$ cat src/rtl/sys_defs.sv
// rtl/sys_defs.sv - shared FU/CDB definitions for the CDB broadcast path
package sys_defs;

  localparam int FU_SIZE = 20;
  localparam int XLEN    = 32;
  localparam int PRF_W   = 6;
  localparam int ROB_W   = 5;
  localparam int FU_W    = 5;

  localparam int ALU_OFFSET  = 0;
  localparam int LS_OFFSET   = 8;
  localparam int MULT_OFFSET = 12;
  localparam int BEQ_OFFSET  = 16;

  // Lane 0 owns {0,2,4,6,9,11,12,14,17,19}; lane 1 owns the rest.
  localparam logic [FU_SIZE-1:0] LANE0_MASK = 20'hA5A55;
  localparam logic [FU_SIZE-1:0] LANE1_MASK = 20'h5A5AA;

  typedef struct packed {
    logic             valid;
    logic [XLEN-1:0]  value;
    logic [PRF_W-1:0] tag;
    logic [ROB_W-1:0] rob;
  } cdb_packet_t;

  function automatic logic fu_in_range(input logic [FU_W-1:0] n);
    return n < FU_W'(FU_SIZE);
  endfunction

endpackage

$ cat src/rtl/cdb_lane.sv
// rtl/cdb_lane.sv - one CDB lane: pick qualification, result mux, payload register, ack decode
module cdb_lane
  import sys_defs::*;
#(
  parameter logic [FU_SIZE-1:0] LANE_MASK = LANE0_MASK
) (
  input  logic                     clock,
  input  logic                     reset,
  input  logic [FU_SIZE-1:0]       fu_result_valid_i,
  input  logic [FU_SIZE*XLEN-1:0]  fu_result_value_i,
  input  logic [FU_SIZE*PRF_W-1:0] fu_result_tag_i,
  input  logic [FU_SIZE*ROB_W-1:0] fu_result_rob_i,
  input  logic [FU_W-1:0]          fu_num_i,
  input  logic [FU_W-1:0]          fu_num_other_i,
  input  logic                     adv_i,
  input  logic                     squash_i,
  output logic                     sel_o,
  output logic                     err_o,
  output logic [FU_SIZE-1:0]       ack_o,
  output cdb_packet_t              pkt_o
);

  cdb_packet_t    pkt_q, pkt_d;
  logic [FU_W-1:0] idx;
  logic            in_range, req, in_set, conflict;

  always_comb begin
    in_range = fu_in_range(fu_num_i);
    idx      = in_range ? fu_num_i : '0;
    req      = in_range && fu_result_valid_i[idx];
    in_set   = in_range && LANE_MASK[idx];
    conflict = (fu_num_i == fu_num_other_i);
    sel_o    = req && in_set && !conflict;
    // A raised valid on a pick this lane must not take is a selector bug.
    err_o    = req && !(in_set && !conflict);
    ack_o    = '0;
    if (adv_i && sel_o) ack_o[idx] = 1'b1;

    pkt_d = pkt_q;
    if (squash_i) begin
      pkt_d.valid = 1'b0;
    end else if (adv_i) begin
      pkt_d.valid = sel_o;
      if (sel_o) begin
        pkt_d.value = fu_result_value_i[idx*XLEN +: XLEN];
        pkt_d.tag   = fu_result_tag_i[idx*PRF_W +: PRF_W];
        pkt_d.rob   = fu_result_rob_i[idx*ROB_W +: ROB_W];
      end
    end
  end

  always_ff @(posedge clock) begin
    if (!reset) pkt_q <= '0;
    else        pkt_q <= pkt_d;
  end

  assign pkt_o = pkt_q;

endmodule

$ cat src/rtl/cdb_broadcast_2.sv
// rtl/cdb_broadcast_2.sv - two-lane CDB broadcast with back-pressure, squash, counter and error flag
module cdb_broadcast_2
  import sys_defs::*;
#(
  parameter int PERF_W = 16
) (
  input  logic                     clock,
  input  logic                     reset,
  input  logic [FU_SIZE-1:0]       fu_result_valid,
  input  logic [FU_SIZE*XLEN-1:0]  fu_result_value,
  input  logic [FU_SIZE*PRF_W-1:0] fu_result_tag,
  input  logic [FU_SIZE*ROB_W-1:0] fu_result_rob,
  input  logic [FU_W-1:0]          fu_num_0,
  input  logic [FU_W-1:0]          fu_num_1,
  input  logic                     cdb_ready,
  input  logic                     squash,
  output logic [FU_SIZE-1:0]       fu_result_ack,
  output logic                     cdb_valid_0,
  output logic                     cdb_valid_1,
  output logic [XLEN-1:0]          cdb_value_0,
  output logic [XLEN-1:0]          cdb_value_1,
  output logic [PRF_W-1:0]         cdb_tag_0,
  output logic [PRF_W-1:0]         cdb_tag_1,
  output logic [ROB_W-1:0]         cdb_rob_0,
  output logic [ROB_W-1:0]         cdb_rob_1,
  output logic [PERF_W-1:0]        perf_bcast_cnt,
  output logic                     proto_err
);

  logic               adv, sel_0, sel_1, err_0, err_1;
  logic [FU_SIZE-1:0] ack_0, ack_1;
  cdb_packet_t        pkt_0, pkt_1;
  logic [PERF_W-1:0]  cnt_q, cnt_d;
  logic [PERF_W:0]    cnt_sum;
  logic               proto_err_q, proto_err_d;

  assign adv = cdb_ready && !squash;

  cdb_lane #(.LANE_MASK(LANE0_MASK)) u_lane_0 (
    .clock(clock), .reset(reset),
    .fu_result_valid_i(fu_result_valid), .fu_result_value_i(fu_result_value),
    .fu_result_tag_i(fu_result_tag), .fu_result_rob_i(fu_result_rob),
    .fu_num_i(fu_num_0), .fu_num_other_i(fu_num_1),
    .adv_i(adv), .squash_i(squash),
    .sel_o(sel_0), .err_o(err_0), .ack_o(ack_0), .pkt_o(pkt_0)
  );

  cdb_lane #(.LANE_MASK(LANE1_MASK)) u_lane_1 (
    .clock(clock), .reset(reset),
    .fu_result_valid_i(fu_result_valid), .fu_result_value_i(fu_result_value),
    .fu_result_tag_i(fu_result_tag), .fu_result_rob_i(fu_result_rob),
    .fu_num_i(fu_num_1), .fu_num_other_i(fu_num_0),
    .adv_i(adv), .squash_i(squash),
    .sel_o(sel_1), .err_o(err_1), .ack_o(ack_1), .pkt_o(pkt_1)
  );

  // FUs must not drop their results while the block is held in reset.
  assign fu_result_ack = reset ? (ack_0 | ack_1) : '0;

  always_comb begin
    cnt_sum     = {1'b0, cnt_q} + (PERF_W+1)'(sel_0) + (PERF_W+1)'(sel_1);
    cnt_d       = cnt_q;
    if (adv) cnt_d = cnt_sum[PERF_W] ? '1 : cnt_sum[PERF_W-1:0];
    proto_err_d = proto_err_q | err_0 | err_1;
  end

  always_ff @(posedge clock) begin
    if (!reset) begin
      cnt_q       <= '0;
      proto_err_q <= 1'b0;
    end else begin
      cnt_q       <= cnt_d;
      proto_err_q <= proto_err_d;
    end
  end

  assign cdb_valid_0    = pkt_0.valid;
  assign cdb_value_0    = pkt_0.value;
  assign cdb_tag_0      = pkt_0.tag;
  assign cdb_rob_0      = pkt_0.rob;
  assign cdb_valid_1    = pkt_1.valid;
  assign cdb_value_1    = pkt_1.value;
  assign cdb_tag_1      = pkt_1.tag;
  assign cdb_rob_1      = pkt_1.rob;
  assign perf_bcast_cnt = cnt_q;
  assign proto_err      = proto_err_q;

endmodule
$ cat config.mk
export PLATFORM = sky130hd
export DESIGN_NAME = cdb_broadcast_2
export DESIGN_NICKNAME = d
export VERILOG_FILES = /design/src/rtl/sys_defs.sv /design/src/rtl/cdb_lane.sv /design/src/rtl/cdb_broadcast_2.sv
export SDC_FILE = /design/constraint.sdc
export NUM_CORES = 1
export LEC_CHECK = 0
export CAP_MARGIN = 10
export CORE_AREA = 3 3 394 396
export DETAILED_ROUTE_END_ITERATION = 16
export DIE_AREA = 0 0 397 399
export GPL_ROUTABILITY_DRIVEN = 0
export MAX_ROUTING_LAYER = met4
export PLACE_DENSITY = 0.35
export SYNTH_ARGS = -nofsm -noshare
export SYNTH_HDL_FRONTEND = slang
export SYNTH_SLANG_ARGS = --single-unit
$ cat constraint.sdc
create_clock -name clock -period 5.4 [get_ports clock]
set_input_delay 0.81 -clock clock [delete_from_list [all_inputs] [get_ports clock]]
set_output_delay 0.81 -clock clock [all_outputs]
set_load 0.02 [all_outputs]
==> flow_metrics.env, run 1 <==
export IMPL_status="complete, no violations"
export IMPL_regToRegStartpoint="perf_bcast_cnt[0]"
export IMPL_cts_made_buffers=9
export IMPL_synth_distinct_cells=74
export IMPL_critPathMaxFanout=16
export IMPL_dr_pass1_iters=9
export IMPL_ioPinCount=1019
export IMPL_fin_cells=5561
export IMPL_syn_cell_area_um2=17130
export IMPL_die_area_um2=158400
export IMPL_timing_final_ws_setup_ns=0.2969
export IMPL_async_flop_share=0
export IMPL_finalMaxSlewViolations=0
export IMPL_core_um2=151900
export IMPL_arrival_ns=4.29
export IMPL_clock_skew_ns=0.004728
export IMPL_synth_flop_cell="dfxtp_1"
export IMPL_hold_start="proto_err"
export IMPL_reg2reg_depth=9
export IMPL_worstHoldPathType="register to register"
export IMPL_clockBufferDepth=2
export IMPL_fillers=17000
export IMPL_cts_sinks=105
export IMPL_synthCells=2467
export IMPL_die_height_um=399
export IMPL_ant_nets=0
export IMPL_fin_util=0.2072
export IMPL_reg2reg_to="perf_bcast_cnt[2]"
export IMPL_crit_path_max_incr_delay_ns=0.77
export IMPL_p_clk_frac=0.180
export IMPL_fin_crit_sh=0.9450
export IMPL_rsz0062_at_grt="no"
export IMPL_ys_ff_latch=105
export IMPL_critical_path_top_delay_family="buffers and inverters"
export IMPL_antenna_found_initial=138
export IMPL_drt_total_wl_mm=263.8
export IMPL_vias_per_cell=5.542
export IMPL_grt_pass1_wl_mm=329.3
export IMPL_seq_area_frac_synth=0.1227
export IMPL_htreeDepth=3
export IMPL_critPathKind="input port to output port"
export IMPL_pwr_share_seq=0.174
export IMPL_combPwrFrac=0.646
export IMPL_cp_start_kind="input port"
export IMPL_root_buffer="clkbuf_16"
export IMPL_grtUsageTotal=0.3249
export IMPL_ff_latch_area_um2=2102
export IMPL_hpwl_mm=215.3
export IMPL_rrSetupSlack_ns=3.02
export IMPL_drc=0
export IMPL_relSlewSlack=0.1444
export IMPL_cap_violations=0
export IMPL_fp_row_count=143
export IMPL_min_to="proto_err"
export IMPL_clkLatencyLatePin_ns=0.39
export IMPL_grt_max_degree=67
export IMPL_hold_buffers=0
export IMPL_multiInputGateArea_um2=13940
export IMPL_cp_slowest_cell="clkdlybuf4s50_1"
export IMPL_tns_ns=0
export IMPL_fmax_mhz=196.0
export IMPL_tightestPinTransition_ns=1.279
export IMPL_start_util=0.1128
export IMPL_cts_tree="done"
export IMPL_p_total_mw=4.643
export IMPL_avgSynthCellArea_um2=6.945
export IMPL_vias=30820
export IMPL_intPower_mw=2.397
export IMPL_path_buf_inv=3
export IMPL_setup_viol=0
export IMPL_drt_iter0_drc=5218
export IMPL_synthesis_nets=3363
export IMPL_ir_drop_mv=0.1641
export IMPL_drive_above_1_share=0.1151
export IMPL_area_growth_pct=83.70
export IMPL_synth_edff_count=0
export IMPL_die_x_um=397
export IMPL_yosysWarnings=0
export IMPL_hold_depth=2
export IMPL_place_area_um2=30880
export IMPL_overflow=0
export IMPL_port_buffers=1018
export IMPL_clk_pin_slew_ns=0.09
export IMPL_hold_viol_final=0
export IMPL_power_density_nw_per_um2=147.5
export IMPL_nets=4314
export IMPL_place_inst=5437
export IMPL_layout_min_cycle_time_ns=5.103
export IMPL_sw_frac_of_total=0.4837
export IMPL_detail_route_wl_per_cell_um=47.45
export IMPL_whs_ns=0.4595
export IMPL_cp_end_kind="output port"
export IMPL_dp_slack_ns=0.05508
export IMPL_worstPathRequired_ns=4.59
export IMPL_cp_cell_sequence="clkdlybuf4s50_1 -> o21a_2 -> nor3_1 -> o41a_1 -> nor3_2 -> nand4_1 -> buf_4 -> nor3_1 -> clkdlybuf4s50_1"
export IMPL_grt_pass1_vias=29050
export IMPL_finalInstanceArea_um2=31470
export IMPL_p_sw_mw=2.246
export IMPL_power_leakage_nw=9.966
## cell type report
| cell class | instances | area share |
|---|---|---|
| well taps | 2030 | 0.08070 |
| multi-input cells | 2021 | 0.4431 |
| clock buffers | 11 | 0.007712 |
| clock inverters | 4 | 0.002425 |
| flip-flops and latches | 105 | 0.06679 |
| inverters | 22 | 0.002703 |
| repair buffers | 1259 | 0.3879 |
| diodes | 109 | 0.008667 |
## power by group through the flow
stage,combinational [mW],clock (mW),sequential (mW)
after global placement,2.94,0,0.826
after floorplan,0.911,0,0.849
final,3.00,0.836,0.809
after global routing,3.06,0.861,0.810
after detailed placement,2.94,0,0.826
after CTS,2.95,0.854,0.808
## synth_stat cells, types with 15 or more instances
library cell	instances	share of area
a22oi_1	304	0.13
a311oi_1	20	0.010
nand4_1	23	0.0084
a221o_1	23	0.013
a21o_1	29	0.013
nor2_1	94	0.021
nor4_1	36	0.013
o22ai_1	64	0.023
buf_2	69	0.020
mux2i_1	37	0.022
a222oi_1	74	0.043
clkbuf_1	189	0.041
nand2b_1	56	0.020
nor3_1	51	0.015
o221a_2	18	0.012
o21ai_0	113	0.033
a211oi_1	106	0.046
a2bb2oi_1	15	0.0077
nand2_1	140	0.031
a21oi_1	290	0.085
a221oi_1	67	0.034
o221ai_1	84	0.043
a41o_1	16	0.0093
inv_1	19	0.0042
a2111oi_0	16	0.0082
mux2_2	25	0.016
nor2b_1	15	0.0055
nand3_1	97	0.028
a22o_1	34	0.017
dfxtp_1	105	0.12
buf_1	56	0.012
## layer usage
layer | global-route usage | share of wire
met2 | 0.5161 | 0.46
met5 | - | 0
met3 | 0.09178 | 0.099
met1 | 0.3830 | 0.39
met4 | 0.1389 | 0.048
## repair_timing
action | in CTS | in global routing
resized for setup | 0 | 1
setup buffers | 0 | 0
setup endpoints to repair | 0 | 3
## cell families (layout without fill, tap and decap cells)
| logic type | count (synthesis) | after routing | synth area share |
|---|---|---|---|
| muxes | 64 | 64 | 0.04068 |
| AOI/OAI and AO/OA | 1352 | 1352 | 0.5698 |
| and+or+nand+nor | 587 | 587 | 0.1759 |
| xor gates and xnor gates | 16 | 16 | 0.008180 |
| DFF | 105 | 105 | 0.1227 |
| adders and majority gates | 2 | 2 | 0.001899 |
| buffers and inverters | 341 | 1296 | 0.08084 |
| other | 0 | 109 | 0 |
## sequential cells by signal, summed over array words and instances (netlist names)
name,cells
u_lane_0.pkt_o,44
perf_bcast_cnt,16
u_lane_1.pkt_o,44
proto_err,1
## worst register-to-register path, cell delays in order (launching register included)
cell and delay, ns:
dfxtp_1 0.36, inv_1 0.07, fa_1 0.42, inv_1 0.09, ha_1 0.16, and4b_1 0.22, nand4_1 0.11, or3_1 0.62
o21a_1 0.20, nor2_1 0.07
## cell usage in the layout, fill, tap and decap left out, types with 25 or more instances in the layout
master	n
o22ai_1	64
dfxtp_1	105
a21o_1	29
a222oi_1	74
buf_4	235
nand2b_1	52
clkdlybuf4s50_1	1000
nand2_1	131
nor4_1	34
a22o_1	34
diode_2	109
a21oi_1	290
nor2_1	80
a211oi_1	99
o21ai_0	112
nor3_1	50
mux2i_1	37
mux2_2	25
nand3_1	97
o221ai_1	84
a221oi_1	67
a22oi_1	304
## how the worst max path moves through the flow
stage | from | to | slack (ns) | depth (start not counted)
finish | fu_num_1[3] | fu_result_ack[18] | 0.30 | 9
global route | fu_num_1[3] | fu_result_ack[13] | 0.19 | 10
detailed placement | fu_num_1[3] | perf_bcast_cnt[2] | 0.06 | 14
CTS | fu_num_1[3] | fu_result_ack[3] | 0.05 | 8
floorplan | fu_num_1[0] | perf_bcast_cnt[10] | 1.18 | 18
global placement | fu_num_1[3] | fu_result_ack[3] | 0.09 | 8
(Power assumes the default switching activity.)
==> run 2, diff against run 1 <==
--- a/config.mk
+++ b/config.mk
@@ -6,9 +6,9 @@
 export NUM_CORES = 1
 export LEC_CHECK = 0
 export CAP_MARGIN = 10
-export CORE_AREA = 3 3 394 396
+export CORE_AREA = 2 2 393 395
 export DETAILED_ROUTE_END_ITERATION = 16
-export DIE_AREA = 0 0 397 399
+export DIE_AREA = 0 0 395 397
 export GPL_ROUTABILITY_DRIVEN = 0
 export MAX_ROUTING_LAYER = met4
 export PLACE_DENSITY = 0.35
==> run 2 against run 1 <==
Net effect:
- via count down 0.87%
- setup slack improved by 0.047 ns
- clock-buffer cell count down 1
- critical endpoint is now fu_result_ack[3]
- die area shrank 1.0%
- first-iteration DRC count decreased by 10%
- critical path type unchanged
- critical path depth up 1
- sequential power barely moved
- wire length is 0.49% lower
- maximum frequency grew 0.92%
- flip-flop and latch count unchanged
==> flow_metrics.env, run 2 (same netlist as run 1, synthesis figures left out) <==
export IMPL_status="complete, no violations"
export IMPL_ioPinCount=1019
export IMPL_mostFrequentLayoutCell="clkdlybuf4s50_1"
export IMPL_place_area_um2=30850
export IMPL_antenna_found_initial=158
export IMPL_drt_total_wl_mm=262.6
export IMPL_grt_max_degree=67
export IMPL_port_buffers=1018
export IMPL_hold_viol_final=0
export IMPL_vias=30550
export IMPL_hold_start="proto_err"
export IMPL_timing_final_ws_setup_ns=0.3435
export IMPL_dr_pass1_iters=9
export IMPL_die_height_um=397
export IMPL_finalInstanceArea_um2=31460
export IMPL_power_density_nw_per_um2=145.8
export IMPL_cts_setup_buffers=0
export IMPL_clk_pin_slew_ns=0.10
export IMPL_cap_violations=0
export IMPL_die_x_um=395
export IMPL_rrSetupSlack_ns=2.55
export IMPL_ant_nets=0
export IMPL_fin_crit_sh=0.9364
export IMPL_hpwl_mm=212.4
export IMPL_root_buffer="clkbuf_16"
export IMPL_nets=4309
export IMPL_arrival_ns=4.25
export IMPL_fmax_mhz=197.8
export IMPL_layout_min_cycle_time_ns=5.056
export IMPL_cp_end_kind="output port"
export IMPL_whs_ns=0.4690
export IMPL_regToRegStartpoint="perf_bcast_cnt[0]"
export IMPL_cts_made_buffers=9
export IMPL_cts_tree="done"
export IMPL_fillers=17150
export IMPL_cts_repair_resized=0
export IMPL_grt_pass1_wl_mm=328.4
export IMPL_cp_start_kind="input port"
export IMPL_place_inst=5446
export IMPL_setup_viol=0
export IMPL_fp_row_count=144
export IMPL_die_area_um2=156800
export IMPL_min_to="proto_err"
export IMPL_detail_route_wl_per_cell_um=46.96
export IMPL_hold_buffers=0
export IMPL_htreeDepth=3
export IMPL_drt_iter0_drc=4680
export IMPL_grt_pass1_vias=29270
export IMPL_worstHoldPathType="register to register"
export IMPL_critPathMaxFanout=14
export IMPL_rsz0062_at_grt="no"
export IMPL_tightestPinTransition_ns=1.203
export IMPL_worstPathRequired_ns=4.59
export IMPL_core_um2=153000
export IMPL_drc=0
export IMPL_critPathKind="input port to output port"
export IMPL_start_util=0.1120
export IMPL_clock_skew_ns=0.002258
export IMPL_reg2reg_depth=9
export IMPL_grtUsageTotal=0.3274
export IMPL_area_growth_pct=83.62
export IMPL_tns_ns=0
export IMPL_ir_drop_mv=0.1445
export IMPL_clockBufferDepth=2
export IMPL_cts_sinks=105
export IMPL_clkLatencyLatePin_ns=0.40
export IMPL_dp_slack_ns=0.03828
export IMPL_finalMaxSlewViolations=0
export IMPL_power_leakage_nw=9.916
export IMPL_final_cell_mix="1,008 x clkdlybuf4s50_1, 304 x a22oi_1, 290 x a21oi_1"
export IMPL_fin_cells=5591
export IMPL_overflow=0
export IMPL_drive_above_1_share=0.1121
export IMPL_fin_util=0.2057
export IMPL_vias_per_cell=5.464
export IMPL_hold_depth=2
export IMPL_p_total_mw=4.586
export IMPL_reg2reg_to="perf_bcast_cnt[2]"
export IMPL_relSlewSlack=0.1772
-- run 2: cell count changes in the layout (fill, tap and decap cells not counted), sizes merged, moves of 2 or more --
cell	delta
buf	-13
clkdlybuf4s50	+8
bufinv	-2
diode	+20
clkinv	+2
inv	+3
-- run 2: worst max-delay path by stage --
stage / slack [ns] / startpoint / end
final: 0.34 / fu_num_1[3] / fu_result_ack[3]
after global routing: 0.28 / fu_num_1[3] / fu_result_ack[3]
after CTS: 0.38 / fu_num_1[3] / fu_result_ack[3]
after floorplan: 1.18 / fu_num_1[0] / perf_bcast_cnt[10]
after global placement: 0.06 / fu_num_1[3] / u_lane_1.pkt_o[20]
after detailed placement: 0.04 / fu_num_1[3] / u_lane_1.pkt_o[20]
-- run 2: area by class of cell --
class                           count  area [µm²]  share of cell area
Sequential cell                   105        2102             0.06682
Clock buffer                       10       239.0            0.007597
Antenna cell                      129       322.8             0.01026
Tap cell                         2044        2557             0.08129
Clock inverter                      6       47.55            0.001511
Multi-Input combinational cell   2021       13960              0.4436
Inverter                           22       85.08            0.002705
Timing Repair Buffer             1254       12150              0.3862
-- run 2: critical path: stages --
cell,delay (ns)
clkdlybuf4s50_1,0.51
buf_4,0.31
or3b_2,0.48
a21oi_1,0.18
o22ai_1,0.16
nor3_2,0.41
nand4_1,0.21
buf_4,0.22
nor3_1,0.26
clkdlybuf4s50_1,0.67
-- run 2: per-layer routing --
layer,wire [µm],part of all wire,global-route usage
met2,119400,0.45,0.5109
met5,0,0,-
met4,15850,0.060,0.1768
met1,101100,0.39,0.3787
met3,26230,0.10,0.09297
-- run 2: power breakdown --
part	internal [mW]	switching [mW]	total, mW
Sequential	0.795	0.0149	0.810
Clock	0.334	0.424	0.758
Combinational	1.18	1.84	3.02
